## src/rtl/ula_pkg.sv

```systemverilog
// Shared definitions for the ALU command queue: opcodes, FSM encoding,
// the queued command layout and the trap rules.
package ula_pkg;

    localparam logic [3:0] OP_SOMA = 4'b0000;
    localparam logic [3:0] OP_SUB  = 4'b0001;
    localparam logic [3:0] OP_MUL  = 4'b0010;
    localparam logic [3:0] OP_DIV  = 4'b0011;
    localparam logic [3:0] OP_MOD  = 4'b0100;
    localparam logic [3:0] OP_AND  = 4'b0110;
    localparam logic [3:0] OP_OR   = 4'b0111;
    localparam logic [3:0] OP_NAND = 4'b1000;
    localparam logic [3:0] OP_NOR  = 4'b1001;
    localparam logic [3:0] OP_XOR  = 4'b1010;
    localparam logic [3:0] OP_NOT  = 4'b1011;

    localparam logic [1:0] OCIOSO  = 2'd0;
    localparam logic [1:0] EXECUTA = 2'd1;
    localparam logic [1:0] ENTREGA = 2'd2;

    typedef struct packed {
        logic [3:0] op;
        logic [7:0] a;
        logic [7:0] b;
    } cmd_t;

    // 0101 and 11xx have no ALU function assigned
    function automatic logic op_invalido(input logic [3:0] op);
        return (op == 4'b0101) || (op[3:2] == 2'b11);
    endfunction

    function automatic logic cmd_armadilha(input cmd_t c);
        return op_invalido(c.op) || (((c.op == OP_DIV) || (c.op == OP_MOD)) && (c.b == 8'h00));
    endfunction

endpackage

```

## src/rtl/ula_fila_cmd_if.sv

```systemverilog
// Bundle of the command, ALU and result handshakes around the issue stage.
interface ula_fila_cmd_if #(
    parameter int PROFUNDIDADE = 4
);
    localparam int OW = $clog2(PROFUNDIDADE) + 1;

    logic          cmd_valido;
    logic          cmd_pronto;
    logic [3:0]    cmd_op;
    logic [7:0]    cmd_a;
    logic [7:0]    cmd_b;
    logic [7:0]    ula_A;
    logic [7:0]    ula_B;
    logic [3:0]    ula_Sel_Op;
    logic [15:0]   ula_Resultado;
    logic          ula_Maior;
    logic          ula_Menor;
    logic          ula_Igual;
    logic          res_valido;
    logic          res_pronto;
    logic [15:0]   res_dado;
    logic [2:0]    res_flags;
    logic          res_erro;
    logic [OW-1:0] ocupacao;

    modport slave (
        input  cmd_valido, cmd_op, cmd_a, cmd_b,
        input  ula_Resultado, ula_Maior, ula_Menor, ula_Igual,
        input  res_pronto,
        output cmd_pronto, ula_A, ula_B, ula_Sel_Op,
        output res_valido, res_dado, res_flags, res_erro, ocupacao
    );

    modport master (
        output cmd_valido, cmd_op, cmd_a, cmd_b,
        output ula_Resultado, ula_Maior, ula_Menor, ula_Igual,
        output res_pronto,
        input  cmd_pronto, ula_A, ula_B, ula_Sel_Op,
        input  res_valido, res_dado, res_flags, res_erro, ocupacao
    );
endinterface

```

## src/rtl/ula_fifo.sv

```systemverilog
// Synchronous FIFO with wrapping pointers; occupancy carries the extra bit
// that separates full from empty. The ready flag is registered.
module ula_fifo #(
    parameter int LARGURA      = 20,
    parameter int PROFUNDIDADE = 4,
    localparam int PW          = $clog2(PROFUNDIDADE),
    localparam int OW          = PW + 1
) (
    input  logic               clk,
    input  logic               rst_n,
    input  logic               push,
    input  logic [LARGURA-1:0] din,
    input  logic               pop,
    output logic [LARGURA-1:0] dout,
    output logic [OW-1:0]      ocupacao,
    output logic               vazia,
    output logic               pronto
);
    localparam logic [OW-1:0] CHEIO = OW'(PROFUNDIDADE);

    logic [LARGURA-1:0] mem [PROFUNDIDADE];
    logic [PW-1:0]      wr_ptr_reg;
    logic [PW-1:0]      rd_ptr_reg;
    logic [OW-1:0]      ocupacao_reg;
    logic [OW-1:0]      ocupacao_next;
    logic               pronto_reg;
    logic               push_ef;
    logic               pop_ef;

    assign vazia   = (ocupacao_reg == '0);
    assign push_ef = push && pronto_reg;
    assign pop_ef  = pop && !vazia;

    always_comb begin
        ocupacao_next = ocupacao_reg;
        case ({push_ef, pop_ef})
            2'b10:   ocupacao_next = ocupacao_reg + OW'(1);
            2'b01:   ocupacao_next = ocupacao_reg - OW'(1);
            default: ocupacao_next = ocupacao_reg;
        endcase
    end

    always_ff @(posedge clk) begin
        if (push_ef) begin
            mem[wr_ptr_reg] <= din;
        end
    end

    always_ff @(posedge clk or negedge rst_n) begin
        if (!rst_n) begin
            wr_ptr_reg   <= '0;
            rd_ptr_reg   <= '0;
            ocupacao_reg <= '0;
            pronto_reg   <= 1'b0;
        end else begin
            if (push_ef) wr_ptr_reg <= wr_ptr_reg + PW'(1);
            if (pop_ef)  rd_ptr_reg <= rd_ptr_reg + PW'(1);
            ocupacao_reg <= ocupacao_next;
            pronto_reg   <= (ocupacao_next != CHEIO);
        end
    end

    assign dout     = mem[rd_ptr_reg];
    assign ocupacao = ocupacao_reg;
    assign pronto   = pronto_reg;
endmodule

```

## src/rtl/ula_fila_cmd.sv

```systemverilog
// Issue stage in front of the combinational ALU: queues commands, holds one
// in the operand register, registers the ALU answer and hands it downstream.
module ula_fila_cmd
    import ula_pkg::*;
#(
    parameter int PROFUNDIDADE = 4
) (
    input logic           clk,
    input logic           rst_n,
    ula_fila_cmd_if.slave barramento
);
    localparam int OW = $clog2(PROFUNDIDADE) + 1;

    cmd_t          entrada;
    cmd_t          cabeca;
    cmd_t          operando_reg;
    logic [1:0]    estado_reg;
    logic          push;
    logic          pop;
    logic          vazia;
    logic          pronto;
    logic [OW-1:0] ocupacao;
    logic          valido_reg;
    logic [15:0]   dado_reg;
    logic [15:0]   dado_next;
    logic [2:0]    flags_reg;
    logic          erro_reg;
    logic          armadilha;

    assign entrada = '{op: barramento.cmd_op, a: barramento.cmd_a, b: barramento.cmd_b};
    assign push    = barramento.cmd_valido && pronto;
    assign pop     = !vazia && ((estado_reg == OCIOSO) ||
                                ((estado_reg == ENTREGA) && barramento.res_pronto));

    ula_fifo #(
        .LARGURA      ($bits(cmd_t)),
        .PROFUNDIDADE (PROFUNDIDADE)
    ) u_fifo (
        .clk      (clk),
        .rst_n    (rst_n),
        .push     (push),
        .din      (entrada),
        .pop      (pop),
        .dout     (cabeca),
        .ocupacao (ocupacao),
        .vazia    (vazia),
        .pronto   (pronto)
    );

    // Only multiply produces a meaningful upper byte
    always_comb begin
        armadilha = cmd_armadilha(operando_reg);
        dado_next = {8'h00, barramento.ula_Resultado[7:0]};
        if (armadilha) begin
            dado_next = 16'h0000;
        end else if (operando_reg.op == OP_MUL) begin
            dado_next = barramento.ula_Resultado;
        end
    end

    always_ff @(posedge clk or negedge rst_n) begin
        if (!rst_n) begin
            estado_reg   <= OCIOSO;
            operando_reg <= '0;
            valido_reg   <= 1'b0;
            dado_reg     <= '0;
            flags_reg    <= '0;
            erro_reg     <= 1'b0;
        end else begin
            case (estado_reg)
                OCIOSO: begin
                    if (pop) begin
                        operando_reg <= cabeca;
                        estado_reg   <= EXECUTA;
                    end
                end
                EXECUTA: begin
                    valido_reg <= 1'b1;
                    dado_reg   <= dado_next;
                    erro_reg   <= armadilha;
                    flags_reg  <= {barramento.ula_Maior, barramento.ula_Menor, barramento.ula_Igual};
                    estado_reg <= ENTREGA;
                end
                ENTREGA: begin
                    if (barramento.res_pronto) begin
                        valido_reg <= 1'b0;
                        if (pop) begin
                            operando_reg <= cabeca;
                            estado_reg   <= EXECUTA;
                        end else begin
                            estado_reg <= OCIOSO;
                        end
                    end
                end
                default: estado_reg <= OCIOSO;
            endcase
        end
    end

    assign barramento.cmd_pronto = pronto;
    assign barramento.ocupacao   = ocupacao;
    assign barramento.ula_A      = operando_reg.a;
    assign barramento.ula_B      = operando_reg.b;
    assign barramento.ula_Sel_Op = operando_reg.op;
    assign barramento.res_valido = valido_reg;
    assign barramento.res_dado   = dado_reg;
    assign barramento.res_flags  = flags_reg;
    assign barramento.res_erro   = erro_reg;
endmodule

```

## src/flat_wrapper.sv

```systemverilog
// flat-port wrapper written by rule: the top's interface ports become plain ports
module ula_fila_cmd_flat import ula_pkg::*;
#(
    parameter int PROFUNDIDADE = 4
)
  (clk, rst_n, barramento_cmd_valido, barramento_cmd_op, barramento_cmd_a, barramento_cmd_b, barramento_ula_Resultado, barramento_ula_Maior, barramento_ula_Menor, barramento_ula_Igual, barramento_res_pronto, barramento_cmd_pronto, barramento_ula_A, barramento_ula_B, barramento_ula_Sel_Op, barramento_res_valido, barramento_res_dado, barramento_res_flags, barramento_res_erro, barramento_ocupacao);
  ula_fila_cmd_if #(.PROFUNDIDADE(PROFUNDIDADE)) barramento_i ();
  input logic clk;
  input logic rst_n;
  input wire logic [$bits(barramento_i.cmd_valido)-1:0] barramento_cmd_valido;
  input wire logic [$bits(barramento_i.cmd_op)-1:0] barramento_cmd_op;
  input wire logic [$bits(barramento_i.cmd_a)-1:0] barramento_cmd_a;
  input wire logic [$bits(barramento_i.cmd_b)-1:0] barramento_cmd_b;
  input wire logic [$bits(barramento_i.ula_Resultado)-1:0] barramento_ula_Resultado;
  input wire logic [$bits(barramento_i.ula_Maior)-1:0] barramento_ula_Maior;
  input wire logic [$bits(barramento_i.ula_Menor)-1:0] barramento_ula_Menor;
  input wire logic [$bits(barramento_i.ula_Igual)-1:0] barramento_ula_Igual;
  input wire logic [$bits(barramento_i.res_pronto)-1:0] barramento_res_pronto;
  output wire logic [$bits(barramento_i.cmd_pronto)-1:0] barramento_cmd_pronto;
  output wire logic [$bits(barramento_i.ula_A)-1:0] barramento_ula_A;
  output wire logic [$bits(barramento_i.ula_B)-1:0] barramento_ula_B;
  output wire logic [$bits(barramento_i.ula_Sel_Op)-1:0] barramento_ula_Sel_Op;
  output wire logic [$bits(barramento_i.res_valido)-1:0] barramento_res_valido;
  output wire logic [$bits(barramento_i.res_dado)-1:0] barramento_res_dado;
  output wire logic [$bits(barramento_i.res_flags)-1:0] barramento_res_flags;
  output wire logic [$bits(barramento_i.res_erro)-1:0] barramento_res_erro;
  output wire logic [$bits(barramento_i.ocupacao)-1:0] barramento_ocupacao;
  assign barramento_i.cmd_valido = barramento_cmd_valido;
  assign barramento_i.cmd_op = barramento_cmd_op;
  assign barramento_i.cmd_a = barramento_cmd_a;
  assign barramento_i.cmd_b = barramento_cmd_b;
  assign barramento_i.ula_Resultado = barramento_ula_Resultado;
  assign barramento_i.ula_Maior = barramento_ula_Maior;
  assign barramento_i.ula_Menor = barramento_ula_Menor;
  assign barramento_i.ula_Igual = barramento_ula_Igual;
  assign barramento_i.res_pronto = barramento_res_pronto;
  assign barramento_cmd_pronto = barramento_i.cmd_pronto;
  assign barramento_ula_A = barramento_i.ula_A;
  assign barramento_ula_B = barramento_i.ula_B;
  assign barramento_ula_Sel_Op = barramento_i.ula_Sel_Op;
  assign barramento_res_valido = barramento_i.res_valido;
  assign barramento_res_dado = barramento_i.res_dado;
  assign barramento_res_flags = barramento_i.res_flags;
  assign barramento_res_erro = barramento_i.res_erro;
  assign barramento_ocupacao = barramento_i.ocupacao;
  ula_fila_cmd #(.PROFUNDIDADE(PROFUNDIDADE)) u_core (.clk(clk), .rst_n(rst_n), .barramento(barramento_i));
endmodule
```

## config.mk

```make
export PLATFORM = sky130hd
export DESIGN_NAME = ula_fila_cmd_flat
export DESIGN_NICKNAME = d
export VERILOG_FILES = /design/src/rtl/ula_pkg.sv /design/src/rtl/ula_fila_cmd_if.sv /design/src/rtl/ula_fifo.sv /design/src/rtl/ula_fila_cmd.sv /design/src/flat_wrapper.sv
export SDC_FILE = /design/constraint.sdc
export NUM_CORES = 1
export LEC_CHECK = 0
export CELL_PAD_IN_SITES_DETAIL_PLACEMENT = 2
export CELL_PAD_IN_SITES_GLOBAL_PLACEMENT = 2
export CORE_ASPECT_RATIO = 1.1
export CORE_MARGIN = 2
export CORE_UTILIZATION = 36
export CTS_BUF_LIST = sky130_fd_sc_hd__clkbuf_4
export DETAILED_ROUTE_END_ITERATION = 16
export GPL_TIMING_DRIVEN = 0
export PLACE_DENSITY = 0.86
export SETUP_SLACK_MARGIN = 0.2
export SLEW_MARGIN = 40
export SYNTH_ARGS = -nofsm -noshare
export SYNTH_HDL_FRONTEND = slang
export SYNTH_HIERARCHICAL = 1
export SYNTH_SLANG_ARGS = --single-unit
```

## constraint.sdc

```tcl
create_clock -name clk -period 2.6 [get_ports clk]
set_input_delay 0.52 -clock clk [delete_from_list [all_inputs] [get_ports clk]]
set_output_delay 0.52 -clock clk [all_outputs]
set_load 0.03 [all_outputs]
```

; ---- Word level (Yosys, flattened, before mapping)
; Memory sizes are Yosys's and may differ from the RTL's.
; Cells that the tools add are included.
; W data, S select, Z words.
[word_totals]
latchBits = 0
ram_bits = 80
mem_count = 1
mem_bits_ro = 0
input_bits = 43
reg_bits = 51
output_inout_bits = 45
[op_classes]
n_shift = 0
n_addsub = 4
n_div = 0
magnitude_cmp = 0
bitwise_logic = 0
reduce_logical = 19
n_eq_ne = 12
mul = 0
mux = 14
[mem_list]
columns = name, depth, word_bits, rd, rd_ports_with_merged_regs, write_ports, line
row1 = u_core.u_fifo.mem, 4, 20, 1, 0, 1, ula_fifo.sv:21  ; logic [LARGURA-1:0] mem [PROFUNDIDADE];
[ops]
columns = cell, n
row1 = $mux W20, 2
row2 = $pmux W20 S2, 1
row3 = $mux W16, 2
row4 = $eq A4 B2 Y1 const B, 2
row5 = $eq A4 B3 Y1 const B, 2
row6 = $logic_not A8 Y1, 1
row7 = $eq A2 B2 Y1 const B, 3
row8 = $logic_and A1 B1 Y1, 6
row9 = $pmux W2 S3, 1
row10 = $pmux W3 S2, 1
row11 = $reduce_and A2 Y1, 3
row12 = $add A2 B1 Y2 const B, 2
row13 = $eq A2 B1 Y1 const B, 2
row14 = $logic_or A1 B1 Y1, 4
row15 = $mux W1, 4
row16 = $mux W2, 2
row17 = $ne A2 B2 Y1 const B, 2
row18 = $reduce_bool A2 Y1, 2
row19 = $add A3 B1 Y3 const B, 1
row20 = $logic_not A3 Y1, 1
row21 = $ne A3 B3 Y1 const B, 1
row22 = $sub A3 B1 Y3 const B, 1
row23 = $logic_not A2 Y1, 1
row24 = $pmux W1 S2, 1
row25 = $logic_not A1 Y1, 1

; ---- Depth between registers and ports, before layout
[logic_depth]
depth_word = 8
mapped_depth = 10
ltp_nobuf = 9

; ---- By module
; Netlist, hierarchy kept.
[modules_own_cells]
columns = mod, cells_per_inst, area_per_inst_um2, instances
row1 = ula_fifo, 142, 3316.9, 1
row2 = ula_fila_cmd, 132, 1734.2, 1

; ---- Worst setup path after synthesis
; No wires, ideal clock.
[synth_path]
kind = reg-to-reg
startpoint = reg u_core.u_fifo.ocupacao_reg[0], in the netlist u_core/u_fifo/ocupacao[0]
endpoint = reg u_core.u_fifo.pronto_reg, in the netlist u_core/u_fifo/pronto
setup_time_ps = 124
period_less_slack_ps = 2771
t_arrival_ps = 2647
t_required_ps = 2476
path_stages_with_launch = 11
path_buffers = 1
slack_ps = -171
path_cell_list = dfrtp_1 -> nor3_1 -> nor3b_2 -> buf_4 -> o31a_1 -> ha_1 -> inv_1 -> fa_1 -> xor2_1 -> or3_1 -> a211o_1
[synth_via]
elab_chain_len = 7
elab_cells_between_ends = 10
[synth_lines]
columns = item, line
row1 = from (decl), ula_fifo.sv:24  ; logic [OW-1:0] ocupacao_reg;
row2 = from (signal assigned), ula_fifo.sv:58  ; ocupacao_reg <= ocupacao_next;
row3 = $logic_not A3 Y1 (*), ula_fifo.sv:30  ; assign vazia = (ocupacao_reg == '0);
row4 = net u_core.vazia, ula_fila_cmd.sv:20  ; logic vazia;
row5 = $logic_not A1 Y1 (*), ula_fila_cmd.sv:32  ; assign pop = !vazia && ((estado_reg == OCIOSO) ||
row6 = $logic_and A1 B1 Y1 (*), ula_fila_cmd.sv:32
row7 = net u_core.pop, ula_fila_cmd.sv:19  ; logic pop;
row8 = $logic_and A1 B1 Y1 (*), ula_fifo.sv:32  ; assign pop_ef = pop && !vazia;
row9 = net u_core.u_fifo.pop_ef, ula_fifo.sv:28  ; logic pop_ef;
row10 = $eq A2 B1 Y1 / $eq A2 B2 Y1 (equally long branches), ula_fifo.sv:36  ; case ({push_ef, pop_ef})
row11 = $pmux W3 S2 (*), ula_fifo.sv:36
row12 = $ne A3 B3 Y1 (*), ula_fifo.sv:59  ; pronto_reg <= (ocupacao_next != CHEIO);
row13 = to (signal assigned), ula_fifo.sv:59
row14 = to (decl), ula_fifo.sv:26  ; logic pronto_reg;
; Mark *: on every way through the listed nets, which the timed path passes. The rest lies on a longest branch.
; A chain may end at the register's enable or synchronous reset.

; ---- Worst setup path in the final report
[layout_path]
startpoint = reg u_core.estado_reg[1]
endpoint = reg u_core.u_fifo.pronto_reg, in the netlist u_core/u_fifo/pronto
[layout_via]
elab_chain_len = 8
elab_cells_between_ends = 10
[layout_lines]
columns = item, line
row1 = from (decl), ula_fila_cmd.sv:17  ; logic [1:0] estado_reg;
row2 = from (signal assigned), ula_fila_cmd.sv:63  ; estado_reg <= OCIOSO;
row3 = from (signal assigned), ula_fila_cmd.sv:74  ; estado_reg <= EXECUTA;
row4 = from (signal assigned), ula_fila_cmd.sv:82  ; estado_reg <= ENTREGA;
row5 = $eq A2 B2 Y1, ula_fila_cmd.sv:33  ; ((estado_reg == ENTREGA) && barramento.res_pronto));
row6 = $logic_and A1 B1 Y1, ula_fila_cmd.sv:33
row7 = $logic_or A1 B1 Y1 (*), ula_fila_cmd.sv:32
row8 = $logic_and A1 B1 Y1 (*), ula_fila_cmd.sv:32
row9 = net u_core.pop, ula_fila_cmd.sv:19
row10 = $logic_and A1 B1 Y1 (*), ula_fifo.sv:32
row11 = net u_core.u_fifo.pop_ef, ula_fifo.sv:28
row12 = $eq A2 B1 Y1 / $eq A2 B2 Y1 (equally long branches), ula_fifo.sv:36
row13 = $pmux W3 S2 (*), ula_fifo.sv:36
row14 = $ne A3 B3 Y1 (*), ula_fifo.sv:59
; Marks and branches as above.

==> results.md <==
* Mapped Nets at 323
* Crit Path Class: flip-flop to flip-flop
* Minimum clock period at 2.505 ns
* Max-slew headroom at 0.5255
* Pre-Repair DR Iteration Count at 4
* Chip Width at 116.9 µm
* WL per Instance at 19.84 µm
* # IOs at 88
* Initial antenna violation count at 0
* CTS Buf Count at 17
* Clock buffer depth at 2
* Total number of yosys warnings at 6
* Drt total wl at 11770 µm
* Total global-route track usage at 0.1682
* Worst hold slack at 0.4306 ns
* Max-cap check violation count at 0
* Hold Crit Class: input port to asynchronous set/reset pin
* Layout area overhead at 30.39%
* Via count at 2899
* Commonest non-fill, non-tap cell in the layout: clkdlybuf4s50_1
* Max Freq at 399.2 MHz
* Placed insts at 550
* Slew at the pin with the worst max-slew slack at 0.7118 ns
* Number of global-route vias before repair at 3328
* First-pass GRT wire length at 18380 µm
* Leakage power at 0.002433 µW
* Port-buffer cells at 87
* Critical Path AT at 2.94 ns
* Post-synthesis cell area at 5051 µm²
* Row count at 45
* Die area at 15000 µm²
* Most flop-heavy register: u_core/u_fifo/mem
* Final setup viols at 0
* Switching fraction of total power at 0.3668
* Overflow after GRT at 0
* Initial Utilization at 0.3677
* # diodes at 0
* Final non-filler cell total at 593
* Final HPWL DP at 7982 µm
* Die H at 128.2 µm
* Clock skew at 0.01411 ns
* Number of clock sinks at 131
* Comb power frac at 0.443
* Final ANT Viol Nets at 0
* Ratio of cells with drive above 1 in the final layout at 0.2543
* Worst R2R Setup Slack at 0.1 ns
* Worst endpoint required time at 3.03 ns
* Worst setup SP type: flip-flop
* Worst-Skew Late Latency at 0.53 ns
* Number of remaining DRC errors at 0
* Sequential power share at 0.389
* CTS tree: yes
* Post-synthesis sequential area ratio at 0.7283
* Vias/cell at 4.889
* Clock power frac at 0.168
* Status: finished, final reports clean
* Largest net degree at the start of global routing at 32
* Nets@finish at 441
* H-tree levels at 4
* Avg Inst Size Synth at 18.43 µm²
* Clock-pin transition on the worst setup and hold timing paths at 0.12 ns
* Sw power at 3036 µW
* Mapped Cells at 274
* Most frequent cells in the layout: clkdlybuf4s50_1, edfxtp_1, dfrtp_1
* Register bit total from synthesis at 131
* Critical-path maximum fanout at 2
* Root buffer selected by CTS: clkbuf_4
* Pint at 5240 µW
* Final Max Tran Viols at 0
* Peak VDD IR at 649.0 µV
* Final Hold Fails at 0
* RSZ-0062 raised after global routing: yes
* GPL Wtd Cong at 0.7363
* Pwr Density at 1256 nW/µm²
* Core Region at 13740 µm²
* Critical Path Sink Type: flip-flop
* Synth cell types at 33
* Max reg flops at 80
* Iteration-0 DRC count of the detailed router at 139
* Post-route clock period utilization at 0.9634
-- synth_stat cells --
cell | n | share of area
or2_1 | 1 | 0.0012
nand2_1 | 29 | 0.022
nor3b_1 | 1 | 0.0015
nand2b_1 | 2 | 0.0025
a211o_1 | 1 | 0.0017
and3_1 | 4 | 0.0050
buf_6 | 2 | 0.0045
xnor2_1 | 3 | 0.0052
o21ai_0 | 2 | 0.0020
fa_1 | 1 | 0.0040
a31o_1 | 1 | 0.0017
a32oi_1 | 8 | 0.014
o31a_1 | 1 | 0.0017
nor4_1 | 2 | 0.0025
edfxtp_1 | 80 | 0.48
nor3_1 | 1 | 0.00099
buf_4 | 3 | 0.0045
or3_1 | 1 | 0.0012
mux2_2 | 22 | 0.049
ha_1 | 5 | 0.012
mux4_2 | 20 | 0.089
and2_1 | 2 | 0.0025
clkbuf_1 | 5 | 0.0037
mux2i_1 | 1 | 0.0020
nor4b_4 | 1 | 0.0047
nor2b_1 | 3 | 0.0037
xor2_1 | 2 | 0.0035
nor3b_2 | 1 | 0.0025
inv_1 | 6 | 0.0045
dfrtp_1 | 51 | 0.25
buf_2 | 1 | 0.00099
a22o_1 | 9 | 0.016
a21oi_1 | 2 | 0.0020
-- layout make-up --
cell class                      instances  area, µm²
Fill cell                            1330       7152
Sequential cell                       131       3684
Multi-Input combinational cell        126       1315
Timing Repair Buffer                   99      972.2
Tap cell                              188      235.2
Clock buffer                           19      142.6
Clock inverter                         13      142.6
Buffer                                 11      72.57
Inverter                                6      22.52
-- path summary, 6_finish.rpt --
path	startpoint	cells after the start	end
max	u_core/estado_reg[1]	10	u_core/u_fifo/pronto
min	rst_n	2	u_core/barramento.ula_B[7]
max reg2reg	u_core/estado_reg[1]	10	u_core/u_fifo/pronto
min reg2reg	u_core/barramento.res_flags[2]	2	u_core/barramento.res_flags[2]
max in group asynchronous	rst_n	3	u_core/u_fifo/ocupacao[0]
min in group clk	barramento_res_pronto	4	u_core/barramento.res_valido
-- worst max-delay path: stages, from the launching register on --
cell and delay, ns:
dfrtp_1 0.42, nand2b_4 0.08, nor3b_4 0.21, buf_6 0.12, o31a_1 0.16, ha_2 0.20
inv_1 0.05, fa_2 0.33, xor2_1 0.16, or3_4 0.39, a211o_1 0.27
-- layer usage --
layer | track usage | routed length [µm]
met1 | 0.1997 | 4870
met2 | 0.2856 | 6165
met4 | 0.06436 | 130
met3 | 0.05106 | 601
met5 | 0 | 0
-- power by group through the flow --
stage	combinational [µW]	sequential (µW)	clock, µW
6_report	3670	3220	1390
3_3_place_gp	3370	3240	0
2_1_floorplan	1660	3790	0
3_5_place_dp	3530	3290	0
5_1_grt	3940	3300	1520
4_1_cts	3670	3230	1440
-- repair_timing --
action,CTS,global route
hold endpoints to repair,20,0
pin swaps,2,3
buffers inserted,8,2
gates resized for setup,2,2
hold buffers,1,0
endpoints found under the setup margin,2,1
-- logic make-up after synthesis --
group	after synthesis	synth area share
DFF	131	0.7283
and+or+nand+nor	48	0.04979
muxes	43	0.1402
AOI/OAI and AO/OA	24	0.03865
buffers and inverters	17	0.01808
adders and majority gates	6	0.01635
xor gates and xnor gates	5	0.008671
-- stage by stage --
step / setup TNS [ns] / util / setup slack [ns] / instance area [µm²] / power, µW
global placement: -34.62 / 0.4501 / -0.8417 / 6183 / 6607
detailed placement: -1.609 / 0.4517 / -0.7823 / 6206 / 6818
CTS: 0 / 0.4776 / 0.1483 / 6561 / 8344
finish: 0 / 0.4794 / 0.09520 / 6586 / 8276
floorplan: -0.01891 / - / -0.01891 / 5077 / 5450
global route: -0.01747 / 0.4794 / -0.01747 / 6586 / 8760
Power figures use the tool's default switching activity.
==> variant 1: new RTL, same settings <==
`PROFUNDIDADE` is set to 4 in 4 places; all go to 8.
--- a/src/rtl/ula_fila_cmd_if.sv
+++ b/src/rtl/ula_fila_cmd_if.sv
@@ -1,6 +1,6 @@
 // Bundle of the command, ALU and result handshakes around the issue stage.
 interface ula_fila_cmd_if #(
-    parameter int PROFUNDIDADE = 4
+    parameter int PROFUNDIDADE = 8
 );
     localparam int OW = $clog2(PROFUNDIDADE) + 1;
 
--- a/src/rtl/ula_fifo.sv
+++ b/src/rtl/ula_fifo.sv
@@ -2,7 +2,7 @@
 // that separates full from empty. The ready flag is registered.
 module ula_fifo #(
     parameter int LARGURA      = 20,
-    parameter int PROFUNDIDADE = 4,
+    parameter int PROFUNDIDADE = 8,
     localparam int PW          = $clog2(PROFUNDIDADE),
     localparam int OW          = PW + 1
 ) (
--- a/src/rtl/ula_fila_cmd.sv
+++ b/src/rtl/ula_fila_cmd.sv
@@ -3,7 +3,7 @@
 module ula_fila_cmd
     import ula_pkg::*;
 #(
-    parameter int PROFUNDIDADE = 4
+    parameter int PROFUNDIDADE = 8
 ) (
     input logic           clk,
     input logic           rst_n,
--- a/src/flat_wrapper.sv
+++ b/src/flat_wrapper.sv
@@ -1,7 +1,7 @@
 // flat-port wrapper written by rule: the top's interface ports become plain ports
 module ula_fila_cmd_flat import ula_pkg::*;
 #(
-    parameter int PROFUNDIDADE = 4
+    parameter int PROFUNDIDADE = 8
 )
   (clk, rst_n, barramento_cmd_valido, barramento_cmd_op, barramento_cmd_a, barramento_cmd_b, barramento_ula_Resultado, barramento_ula_Maior, barramento_ula_Menor, barramento_ula_Igual, barramento_res_pronto, barramento_cmd_pronto, barramento_ula_A, barramento_ula_B, barramento_ula_Sel_Op, barramento_res_valido, barramento_res_dado, barramento_res_flags, barramento_res_erro, barramento_ocupacao);
   ula_fila_cmd_if #(.PROFUNDIDADE(PROFUNDIDADE)) barramento_i ();
Ports: changed (resized barramento_ocupacao); port bits go from 88 to 89. The function was not compared with the original's and may differ.
==> variant 1 against the original RTL <==
  * Clock skew grew 0.017 ns
  * Routed wire length increased by 90%
  * Largest cell class unchanged
  * Core utilization fell by 1.2 points
  * Sequential power increased by 52%
  * Fmax is 0.79% higher
  * Cell area up 67%
  * Final cell count grew 60%
  * Sequential cell count increased by 83
  * Power is 60% higher
  * Hold slack got worse by 0.14 ns
  * Area after synthesis increased by 69%
  * Non-clock buffer count up 21
  * Worst setup slack improved by 0.020 ns
==> variant 1: results (changes against the original RTL) <==
| Metric | Value |
|---|---|
| Pleak | 4.01 nW (+65%) |
| Synth unique cells | 35 (+6.1%) |
| Reg-to-reg slack, setup | 0.11 ns (+0.02 ns) |
| Status | completed |
| WL/cell | 23.5 um (+19%) |
| Clock transition at path regs | 0.07 ns (-0.05 ns) |
| Via count | 4870 (+68%) |
| Max IR drop VDD | 0.452 mV (-30%) |
| Final Wtd Congestion | 0.719 (-2.4%) |
| Skew final | 0.0312 ns (+0.0171 ns) |
| Post-synth EDFFs | 160 (+100%) |
| CTS Buffer Depth | 3 (+1) |
| Critical-path maximum fanout | 3 (+1) |
| Largest net degree at the start of global routing | 41 (+28%) |
| Worst-Skew Late Latency | 0.65 ns (+0.12 ns) |
| Reg-to-Reg End | u_core/u_fifo/ocupacao[3] |
| Worst hold margin | 0.294 ns (-0.136 ns) |
| Layout Cells excl Fill | 950 (+60%) |
| CTS buffer count | 55 (+38) |
| Crit path max-delay cell type | dfrtp_2 |
| Placed Area | 10100 sq um (+63%) |
| Layout cell share with drive strength beyond 1 | 30.4% (+4.9 points) |
| Worst R2R Start | u_core/u_fifo/ocupacao[2] |
| Sequential element share of the synthesized area | 72.3% (-0.55 points) |
| 1st-iter DRT viols | 252 (+81%) |
| Cells after synthesis | 430 (+57%) |
[variant 1: cells by family (layout without fill, tap and decap cells)]
logic type	count (synthesis)	count (layout)	share of synthesized area, %
AOI/OAI and AO/OA	28	28	2.48
xor gates and xnor gates	5	5	0.514
adders and majority gates	6	6	0.970
buffers and inverters	25	237	1.76
DFF	214	214	72.3
muxes	82	82	17.8
other	0	3	0
and+or+nand+nor	70	70	4.14
[variant 1: cell type report]
class,instances,area (sq um),share of cell area [%]
Inverter,5,21.3,0.194
Antenna cell,3,7.51,0.0684
Multi-Input combinational cell,191,2400,21.8
Tap cell,305,382,3.47
Buffer,19,131,1.20
Timing Repair Buffer,112,1180,10.8
Sequential cell,214,6160,56.1
Clock inverter,17,66.3,0.604
Clock buffer,84,631,5.74
[variant 1: what timing repair did]
action,CTS,global route
buffers inserted,9,3
gates cloned,0,0
hold endpoints to repair,21,0
endpoints found under the setup margin,7,7
hold buffers,1,0
resized for setup,8,7
pin swaps,5,2
[variant 1: worst max-delay path by stage]
stage	from	end	slack, ns	depth (start not counted)
after detailed placement	barramento_res_pronto	u_core/u_fifo/pronto	-0.69	13
after CTS	u_core/u_fifo/ocupacao[3]	u_core/u_fifo/ocupacao[3]	0.11	10
after floorplan	u_core/u_fifo/ocupacao[1]	u_core/u_fifo/ocupacao[3]	0.06	11
final	u_core/u_fifo/ocupacao[2]	u_core/u_fifo/ocupacao[3]	0.11	10
after global routing	u_core/u_fifo/ocupacao[2]	u_core/u_fifo/ocupacao[3]	0.03	10
after global placement	barramento_cmd_valido	u_core/u_fifo/mem[2][3]	-1.26	5
[variant 1: through the flow]
stage / power [W] / TNS, ns / setup slack [ns] / util [%]
final: 0.0132 / 0 / 0.115 / 46.8
after global routing: 0.0139 / 0 / 0.0345 / 46.8
after CTS: 0.0133 / 0 / 0.115 / 46.6
after detailed placement: 0.0102 / -8.53 / -0.691 / 43.1
after global placement: 0.00963 / -203.10 / -1.26 / 42.1
after floorplan: 0.00811 / 0 / 0.0649 / -
[variant 1: power breakdown]
| group | total, W | internal (W) | switching, W |
|---|---|---|---|
| logic | 0.00548 | 0.00258 | 0.00290 |
| registers | 0.00489 | 0.00445 | 0.000434 |
| clock network | 0.00284 | 0.00147 | 0.00137 |
[variant 1: critical path, delay by kind of cell, from the launching register on]
kind	cells	cell delay, ns
adders and majority gates	2	0.48
and+or+nand+nor	4	0.91
buffers and inverters	2	0.22
AOI/OAI and AO/OA	2	0.32
DFF	1	0.43
[variant 1: per-layer routing]
metal  global-route usage, %  wire [um]  up-vias
met5                       0          0        -
met4                    5.18        393        0
met3                    4.04       1180       38
met2                    33.5      11800      161
met1                    21.4       8960     2549
li1                        -          -     2122
==> variant 2: new RTL, same flow settings <==
Without the edit above. Make the reset (`rst_n`) synchronous in 2 clocked blocks.
--- a/src/rtl/ula_fifo.sv
+++ b/src/rtl/ula_fifo.sv
@@ -46,7 +46,7 @@
         end
     end
 
-    always_ff @(posedge clk or negedge rst_n) begin
+    always_ff @(posedge clk) begin
         if (!rst_n) begin
             wr_ptr_reg   <= '0;
             rd_ptr_reg   <= '0;
--- a/src/rtl/ula_fila_cmd.sv
+++ b/src/rtl/ula_fila_cmd.sv
@@ -58,7 +58,7 @@
         end
     end
 
-    always_ff @(posedge clk or negedge rst_n) begin
+    always_ff @(posedge clk) begin
         if (!rst_n) begin
             estado_reg   <= OCIOSO;
             operando_reg <= '0;
Behaviour: differs if rst_n is asserted again (counterexample within 4 cycles, from zero or initial values and one cycle with rst_n low); with rst_n held inactive, the same outputs for 10 cycles.
==> variant 2 against the original RTL <==
  * Cell area hardly changed
  * Critical path depth is 3 higher
  * Sequential cell count is 2 higher
  * Worst setup slack better by 0.097 ns
  * Sequential power is 12% lower
  * Routed wire length is 19% higher
  * Power is 18% lower
  * Area after synthesis is 0.27% lower
==> variant 2: results (changes against the original RTL) <==
| Metric | Value |
|---|---|
| CTS root buffer | clkbuf_4 |
| Max IR drop VDD | 0.459 mV (-29%) |
| Via count | 3315 (+14%) |
| 1st-iter DRT viols | 169 (+22%) |
| Largest stage delay on the critical path | 0.53 ns (+0.11 ns) |
| Crit path max-delay cell type | fa_2 |
| Met3 usage in global routing | 4.40% (-0.71 points) |
| Area contributors post-synth | edfxtp_1 48%, dfxtp_1 21%, mux4_2 8.9% |
| Worst-Skew Late Latency | 0.56 ns (+0.03 ns) |
| Top delay family on crit path | adder cells |
| CP startpoint | u_core/u_fifo/ocupacao[1] |
| Vias in the first global route | 3698 (+11%) |
| CTS buffer count | 17 (unchanged) |
| Final layout net count | 502 (+14%) |
| Post-detail-place hpwl | 9.37 mm (+17%) |
| Synth unique cells | 44 (+33%) |
| Reg-to-Reg End | u_core/u_fifo/pronto |
| Worst-Margin Slew | 0.591 ns (-0.120 ns) |
| PortBufs | 87 (unchanged) |
| Top cells by count, synth | 80 x edfxtp_1, 53 x dfxtp_1, 50 x nand2_1 |
| Final WS setup | 0.192 ns (+0.0966 ns) |
| Layout cell share with drive strength beyond 1 | 19.3% (-6.1 points) |
| Largest net degree at the start of global routing | 21 (-34%) |
| Final Wtd Congestion | 0.721 (-2.1%) |
| CP endpoint kind | register |
| Dpl ws | -0.630 ns (+0.152 ns) |
| First-pass GRT wire length | 20.6 mm (+12%) |
| Reg2Reg Depth | 13 (+3) |
| Crit path launch type | register |
| Switching power | 0.00253 W (-17%) |
| Critical-path maximum fanout | 7 (+5) |
| Detailed Route WL | 13.9 mm (+19%) |
| Ys async rst share | 0% (-39 points) |
| Starting Density | 36.7% (-0.10 points) |
| Pleak | 2.19 nW (-10%) |
| DRT Pass-1 Iters | 4 (unchanged) |
| Largest Register | u_core/u_fifo/mem |
| Post-synth EDFFs | 80 (unchanged) |
| Met2 Usage GRT | 33.3% (+4.8 points) |
| Sequential element share of the synthesized area | 68.8% (-4.1 points) |
| CTS Buffer Depth | 2 (unchanged) |
| Syn Nets | 385 (+19%) |
| Skew final | 0.0215 ns (+0.00740 ns) |
| H-tree levels | 4 (unchanged) |
| Type of the most critical hold path | reg2reg |
| Met1 usage | 22.1% (+2.2 points) |
| Synth Warn # | 6 (unchanged) |
| GRT Overall Usage | 19.0% (+2.1 points) |
| Initial antenna violation count | 1 (+1) |
| Clock transition at path regs | 0.12 ns (about the same) |
| Status | completed |
| Max FFs per register | 80 (unchanged) |
| Crit path DAT | 2.82 ns (-0.12 ns) |
## variant 2: layout make-up
class,count,area [sq um]
antenna,1,2.50
buffer,17,113
clock buffer,18,135
clock inverter,14,129
fill,1327,7160
inverter,10,37.5
multi-input combinational,176,1500
sequential,133,3470
tap,188,235
timing repair buffer,98,953
## variant 2: routing by layer
layer / up-vias / wire length (um)
met2: 93 / 7340
li1: 1484 / -
met3: 23 / 678
met5: - / 0
met1: 1715 / 5640
met4: 0 / 288
## variant 2: logic make-up after synthesis
logic type      synth area share [%]
simple gates                    8.99
compound gates                  8.49
fa+ha+maj                       1.64
xor+xnor                       0.696
flops                           68.8
mux                             8.94
buf+inv                         2.48
## variant 2: worst min path at each step
stage | startpoint | end | slack [ns] | cells past startpoint
global placement | u_core/barramento.ula_A[6] | u_core/barramento.ula_A[6] | 0.44 | 2
detailed placement | u_core/barramento.ula_A[7] | u_core/barramento.ula_A[7] | 0.46 | 2
floorplan | u_core/u_fifo/rd_ptr_reg[1] | register | 0.46 | 2
finish | u_core/barramento.ula_A[7] | u_core/barramento.ula_A[7] | 0.47 | 2
global route | u_core/barramento.ula_A[7] | u_core/barramento.ula_A[7] | 0.51 | 2
CTS | u_core/barramento.ula_A[7] | u_core/barramento.ula_A[7] | 0.48 | 2
## variant 2: per-stage QoR
| stage | cell area [sq um] | setup TNS (ns) | std cells | hold slack, ns | util [%] |
|---|---|---|---|---|---|
| floorplan | 5040 | 0 | 336 | 0.456 | - |
| global placement | 6150 | -1.08 | 611 | 0.445 | 44.8 |
| detailed placement | 6150 | -1.52 | 611 | 0.463 | 44.8 |
| CTS | 6510 | 0 | 648 | 0.480 | 47.4 |
| global route | 6580 | 0 | 655 | 0.506 | 47.9 |
| finish | 6580 | 0 | 655 | 0.472 | 47.9 |
## variant 2: what timing repair did
action | CTS | global route
pin swaps | 2 | 3
endpoints found under the setup margin | 3 | 3
hold buffers | 0 | 0
setup buffers | 5 | 6
gates resized for setup | 13 | 5
## variant 2: tightest hold or removal path: cells and delay by family, from the launching register on
family          cells  cell delay, ns
flops               1            0.33
compound gates      1            0.06
simple gates        1            0.05
## variant 2: power groups by stage
stage          clock [W]  combinational (W)  sequential, W
2_1_floorplan          0            0.00103        0.00320
3_5_place_dp           0            0.00229        0.00289
4_1_cts          0.00134            0.00248        0.00284
6_report         0.00129            0.00263        0.00283
5_1_grt          0.00141            0.00283        0.00288
3_3_place_gp           0            0.00216        0.00285
